===== src/rtl/uart_tx_ctrl.sv =====
// uart_tx_ctrl
//   UART transmit controller. A frame is one start bit, eight data bits
//   sent LSB first, an optional even-parity bit and one or two stop bits.
//   Each bit lasts CLKS_PER_BIT clocks. The parity bit comes from an
//   external generator that is fed from the latched payload outputs.
//
// Parameters
//   CLKS_PER_BIT  clocks per serial bit, 2..65535
//   STOP_BITS     stop bits per frame, 1 or 2
//
// Ports
//   clk           clock, rising edge
//   rst_n         asynchronous active-low reset
//   tx_start      single-cycle frame request; accepted only when idle
//   tx_data_i     payload, sampled with tx_start
//   parity_en     parity request, sampled with tx_start
//   par_data_o    latched payload, to the parity generator
//   par_en_o      latched parity enable, to the parity generator
//   parity_bit_i  even parity of par_data_o (0 when par_en_o is 0)
//   tx_o          registered serial line, idle high
//   tx_busy       high from acceptance until the frame completes
//   tx_done       one-cycle pulse on the last stop-bit cycle
module uart_tx_ctrl #(
    parameter int unsigned CLKS_PER_BIT = 16,
    parameter int unsigned STOP_BITS    = 1
) (
    input  logic       clk,
    input  logic       rst_n,
    input  logic       tx_start,
    input  logic [7:0] tx_data_i,
    input  logic       parity_en,
    output logic [7:0] par_data_o,
    output logic       par_en_o,
    input  logic       parity_bit_i,
    output logic       tx_o,
    output logic       tx_busy,
    output logic       tx_done
);

    typedef enum logic [2:0] {
        IDLE,
        START,
        DATA,
        PARITY,
        STOP
    } state_t;

    localparam logic [15:0] LP_CNT_LAST  = 16'(CLKS_PER_BIT - 1);
    localparam logic        LP_STOP_LAST = (STOP_BITS == 2);

    state_t      r_state;
    state_t      w_state_nxt;
    logic [15:0] r_cnt;
    logic [15:0] w_cnt_nxt;
    logic [2:0]  r_bit_idx;
    logic [2:0]  w_bit_idx_nxt;
    logic        r_stop_idx;
    logic        w_stop_idx_nxt;
    logic [7:0]  r_data;
    logic [7:0]  w_data_nxt;
    logic        r_pen;
    logic        w_pen_nxt;
    logic        r_tx;
    logic        w_tx_nxt;
    logic        r_armed;
    logic        w_bit_end;
    logic        w_last_stop;

    assign w_bit_end   = (r_cnt == LP_CNT_LAST);
    assign w_last_stop = (r_stop_idx == LP_STOP_LAST);

    // State register
    always_ff @(posedge clk or negedge rst_n) begin
        if (!rst_n) begin
            r_state <= IDLE;
        end else begin
            r_state <= w_state_nxt;
        end
    end

    // Datapath registers
    always_ff @(posedge clk or negedge rst_n) begin
        if (!rst_n) begin
            r_cnt      <= '0;
            r_bit_idx  <= '0;
            r_stop_idx <= 1'b0;
            r_data     <= '0;
            r_pen      <= 1'b0;
            r_tx       <= 1'b1;
        end else begin
            r_cnt      <= w_cnt_nxt;
            r_bit_idx  <= w_bit_idx_nxt;
            r_stop_idx <= w_stop_idx_nxt;
            r_data     <= w_data_nxt;
            r_pen      <= w_pen_nxt;
            r_tx       <= w_tx_nxt;
        end
    end

    // Low through reset and for the first edge after release, so a request
    // coinciding with a release less than one cycle old is not accepted.
    always_ff @(posedge clk or negedge rst_n) begin
        if (!rst_n) begin
            r_armed <= 1'b0;
        end else begin
            r_armed <= 1'b1;
        end
    end

    // Next state and next register values. The line level is computed for
    // the state being entered, so tx_o changes exactly at bit boundaries.
    always_comb begin
        w_state_nxt    = r_state;
        w_cnt_nxt      = w_bit_end ? '0 : r_cnt + 16'd1;
        w_bit_idx_nxt  = r_bit_idx;
        w_stop_idx_nxt = r_stop_idx;
        w_data_nxt     = r_data;
        w_pen_nxt      = r_pen;
        w_tx_nxt       = r_tx;
        case (r_state)
            IDLE: begin
                w_cnt_nxt      = '0;
                w_bit_idx_nxt  = '0;
                w_stop_idx_nxt = 1'b0;
                w_tx_nxt       = 1'b1;
                if (tx_start && r_armed) begin
                    w_state_nxt = START;
                    w_data_nxt  = tx_data_i;
                    w_pen_nxt   = parity_en;
                    w_tx_nxt    = 1'b0;
                end
            end
            START: begin
                if (w_bit_end) begin
                    w_state_nxt = DATA;
                    w_tx_nxt    = r_data[0];
                end
            end
            DATA: begin
                if (w_bit_end) begin
                    // 3-bit index wraps 7 -> 0 on the last data bit
                    w_bit_idx_nxt = r_bit_idx + 3'd1;
                    if (r_bit_idx == 3'd7) begin
                        if (r_pen) begin
                            w_state_nxt = PARITY;
                            w_tx_nxt    = parity_bit_i;
                        end else begin
                            w_state_nxt = STOP;
                            w_tx_nxt    = 1'b1;
                        end
                    end else begin
                        w_tx_nxt = r_data[w_bit_idx_nxt];
                    end
                end
            end
            PARITY: begin
                if (w_bit_end) begin
                    w_state_nxt = STOP;
                    w_tx_nxt    = 1'b1;
                end
            end
            STOP: begin
                if (w_bit_end) begin
                    if (w_last_stop) begin
                        w_state_nxt    = IDLE;
                        w_stop_idx_nxt = 1'b0;
                    end else begin
                        w_stop_idx_nxt = 1'b1;
                    end
                    w_tx_nxt = 1'b1;
                end
            end
            default: begin
                w_state_nxt = IDLE;
                w_tx_nxt    = 1'b1;
            end
        endcase
    end

    assign par_data_o = r_data;
    assign par_en_o   = r_pen;
    assign tx_o       = r_tx;
    assign tx_busy    = (r_state != IDLE);
    assign tx_done    = (r_state == STOP) && w_bit_end && w_last_stop;

endmodule


===== config.mk =====
export PLATFORM = sky130hd
export DESIGN_NAME = uart_tx_ctrl
export DESIGN_NICKNAME = d
export VERILOG_FILES = /design/src/rtl/uart_tx_ctrl.sv
export SDC_FILE = /design/constraint.sdc
export NUM_CORES = 1
export LEC_CHECK = 0
export ABC_CLOCK_PERIOD_IN_PS = 2000
export CAP_MARGIN = 5
export CORE_MARGIN = 1.5
export CORE_UTILIZATION = 40
export DETAILED_ROUTE_END_ITERATION = 10
export GPL_TIMING_DRIVEN = 1
export PLACE_DENSITY = 0.72
export SYNTH_ARGS = -nofsm -noshare
export SYNTH_HDL_FRONTEND = slang
export SYNTH_SLANG_ARGS = --single-unit

===== constraint.sdc =====
create_clock -name clk -period 2 [get_ports clk]
set_input_delay 0.5 -clock clk [delete_from_list [all_inputs] [get_ports clk]]
set_output_delay 0.5 -clock clk [all_outputs]
set_load 0.1 [all_outputs]

==> metrics.yaml <==
timing:
  rsz0062_at_grt: "yes"
  period_minus_slack_ns: 2.149
  slew_violations: 0
  finalCritPeriodShare_pct: 107.4
  hold_slack_ns: 0.5331
  skew_ns: 0.01160
  fmax_mhz: 465.4
  setup_violations: 1
  setup_ws_ns: -0.1486
  hold_violations: 0
floorplan:
  die_h_microns: 69.32
  ioPinCount: 25
  dieArea_sq_um: 4805
  rows: 23
  fp.dieW_microns: 69.32
  core-area_sq_um: 4115
  start_util_pct: 42.75
grt:
  gr-usage-all-layers_pct: 18.60
  grt_pass1_vias: 1487
  grt_max_degree: 35
  overflow: 0
  grt_pass1_wl_mm: 7.176
  antenna_found_initial: 0
clock_tree:
  clk_pin_slew_ns: 0.07
  htreeDepth: 2
  worstSkewPairLatency_ns: 0.29
  ctsHoldBuffers: 0
  cts_tree: "built"
  cts_sinks: 34
  root_buffer: "clkbuf_8"
  cts_buffer_depth: 2
  numCtsBuffers: 5
finish:
  layout_commonest_cell: "dfrtp_1"
  n_antenna_cell: 0
  fin_cells: 259
  drive_above_1_share_pct: 27.75
  nFillCells: 331
  syn_to_final_growth_pct: 39.05
  final_net_count: 224
  most-common-layout-cells: "dfrtp_1 (29), buf_4 (17), nor2_1 (12), clkdlybuf4s50_1 (12), buf_12 (12)"
  final_cell_area_sq_um: 2446
status:
  status: "finished with violations"
  violations: "setup timing"
pwr:
  finalPower_mw: 3.671
  ir_drop_v: 0.0005931
  power_density_nw_per_um2: 1501
  p_leak_nw: 1.041
worst_setup_path:
  crit_path_max_incr_delay_ns: 0.43
  required_ns: 1.50
  crit_path_cell_trace: "nor4_4 -> nand4_1 -> nor3_4 -> buf_12"
  worst-path-max-fanout: 2
  crit_type: "reg -> out"
  cp_data_arrival_time_ns: 1.65
  worst_setup_path_end_kind: "output pin"
  critPathLaunchType: "register"
  slowest_stage: "dfrtp_2"
job:
  cap_viol_max_count: 0
routing:
  vias: 1425
  ant_nets: 0
  first_iter_violations: 110
  wirelength_mm: 4.117
  vias_per_cell: 5.502
  wire_per_inst_microns: 15.90
  drt-pass1-iter-count: 4
  drc_errors: 0
worst_hold_path:
  worstHoldPathType: "reg -> reg"
logic_synthesis:
  syn_inst: 165
  yosysWarnings: 0
  synth_seq_cells: 34
  syn-num-nets: 181
  synth_edf_count: 0
  synthFlopType: "dfrtp_1"
  synthDistinctLibCells: 43
  syn_area_sq_um: 1759
  synthArstFlopShare_pct: 100.0
  synth_area_per_cell_sq_um: 10.66
  synth_seq_area_share_pct: 48.44
place:
  place_ws_ns: 0.08542
  place_congestion: 0.8117
  placed_cell_area_sq_um: 2216
  dp.cells: 239
  place_hpwl_mm: 2.733
  io_buffers: 24
## per-layer routing
metal | global-route usage, % | vias to the layer above | share of wire [%]
met5 | 0 | - | 0
met4 | 6.972 | 0 | 1.9
met3 | 5.087 | 7 | 4.1
met2 | 29.81 | 38 | 49
met1 | 23.98 | 701 | 45
li1 | - | 679 | -
## logic make-up (layout without fill, tap and decap cells)
kind of cell               after synthesis  count (layout)  synth area share (%)
AOI/OAI and AO/OA                       27              27                 9.033
other                                    1               1                0.2132
buffers and inverters                   10              54                 3.414
muxes                                   17              17                 11.02
and+or+nand+nor                         63              63                 20.77
adders and majority gates                3               3                 2.134
xor gates and xnor gates                10              10                 4.979
DFF                                     34              34                 48.44
## synth_stat cells, types with 5 or more instances
master	n	area, sq um
a21oi_1	11	55.05
nor2_1	12	45.04
mux2i_1	7	70.07
mux2_1	9	101.4
o21ai_0	6	30.03
nand3_1	5	25.02
nand4_1	7	43.79
and2_1	5	31.28
and3_1	6	37.54
xor2_1	7	61.31
dfrtp_1	33	825.8
nand2_1	8	30.03
## flip-flops by register name, summed over array words and instances (netlist names)
register / cells
r_cnt: 16
par_data_o: 8
r_bit_idx: 3
r_state: 3
par_en_o: 1
r_armed: 1
r_stop_idx: 1
tx_o: 1
## critical path, delay by kind of cell (launching register included)
family / cells / cell delay [ns]
buf+inv: 1 / 0.20
flops: 1 / 0.43
simple gates: 3 / 0.73
## area by class of cell
class / count / area, sq um / area share [%]
clock inverters: 1 / 30.03 / 1.228
inverters: 5 / 18.77 / 0.7673
clock buffers: 7 / 76.32 / 3.120
multi-input cells: 121 / 913.4 / 37.34
repair buffers: 41 / 488.0 / 19.95
well taps: 50 / 62.56 / 2.558
flip-flops and latches: 34 / 857.1 / 35.04
## where the power goes
group | leakage, nW | switching [mW] | total (mW) | internal [mW]
Sequential | 0.434 | 0.240 | 1.11 | 0.870
Clock | 0.0524 | 0.249 | 0.622 | 0.373
Combinational | 0.554 | 1.22 | 1.94 | 0.718
Total | 1.04 | 1.71 | 3.67 | 1.96
## what timing repair did
item / in CTS / in global routing
pin swaps: 6 / 3
hold endpoints to repair: 0 / 0
buffers inserted: 11 / 1
setup endpoints to repair: 1 / 1
gates resized for setup: 8 / 0
## path summary, 6_finish.rpt
check	start	to	slack [ns]	cells past startpoint
worst max-delay path	r_cnt[5]	tx_done	-0.15	4
worst min-delay path	r_bit_idx[1]	r_bit_idx[1]	0.53	2
worst max register to register	r_bit_idx[0]	tx_o	0.18	5
worst min register to register	r_bit_idx[1]	r_bit_idx[1]	0.53	2
max in group asynchronous	rst_n	r_cnt[5]	1.05	2
min in group asynchronous	rst_n	r_state[1]	0.61	2
## metrics by stage
| step | TNS, ns | utilization (%) |
|---|---|---|
| floorplan | -0.2562 | - |
| global placement | 0 | 53.85 |
| detailed placement | 0 | 53.85 |
| CTS | -0.1682 | 59.26 |
| global route | -0.2392 | 59.44 |
| finish | -0.1486 | 59.44 |
Note: power is estimated with default switching activity, not from simulation.
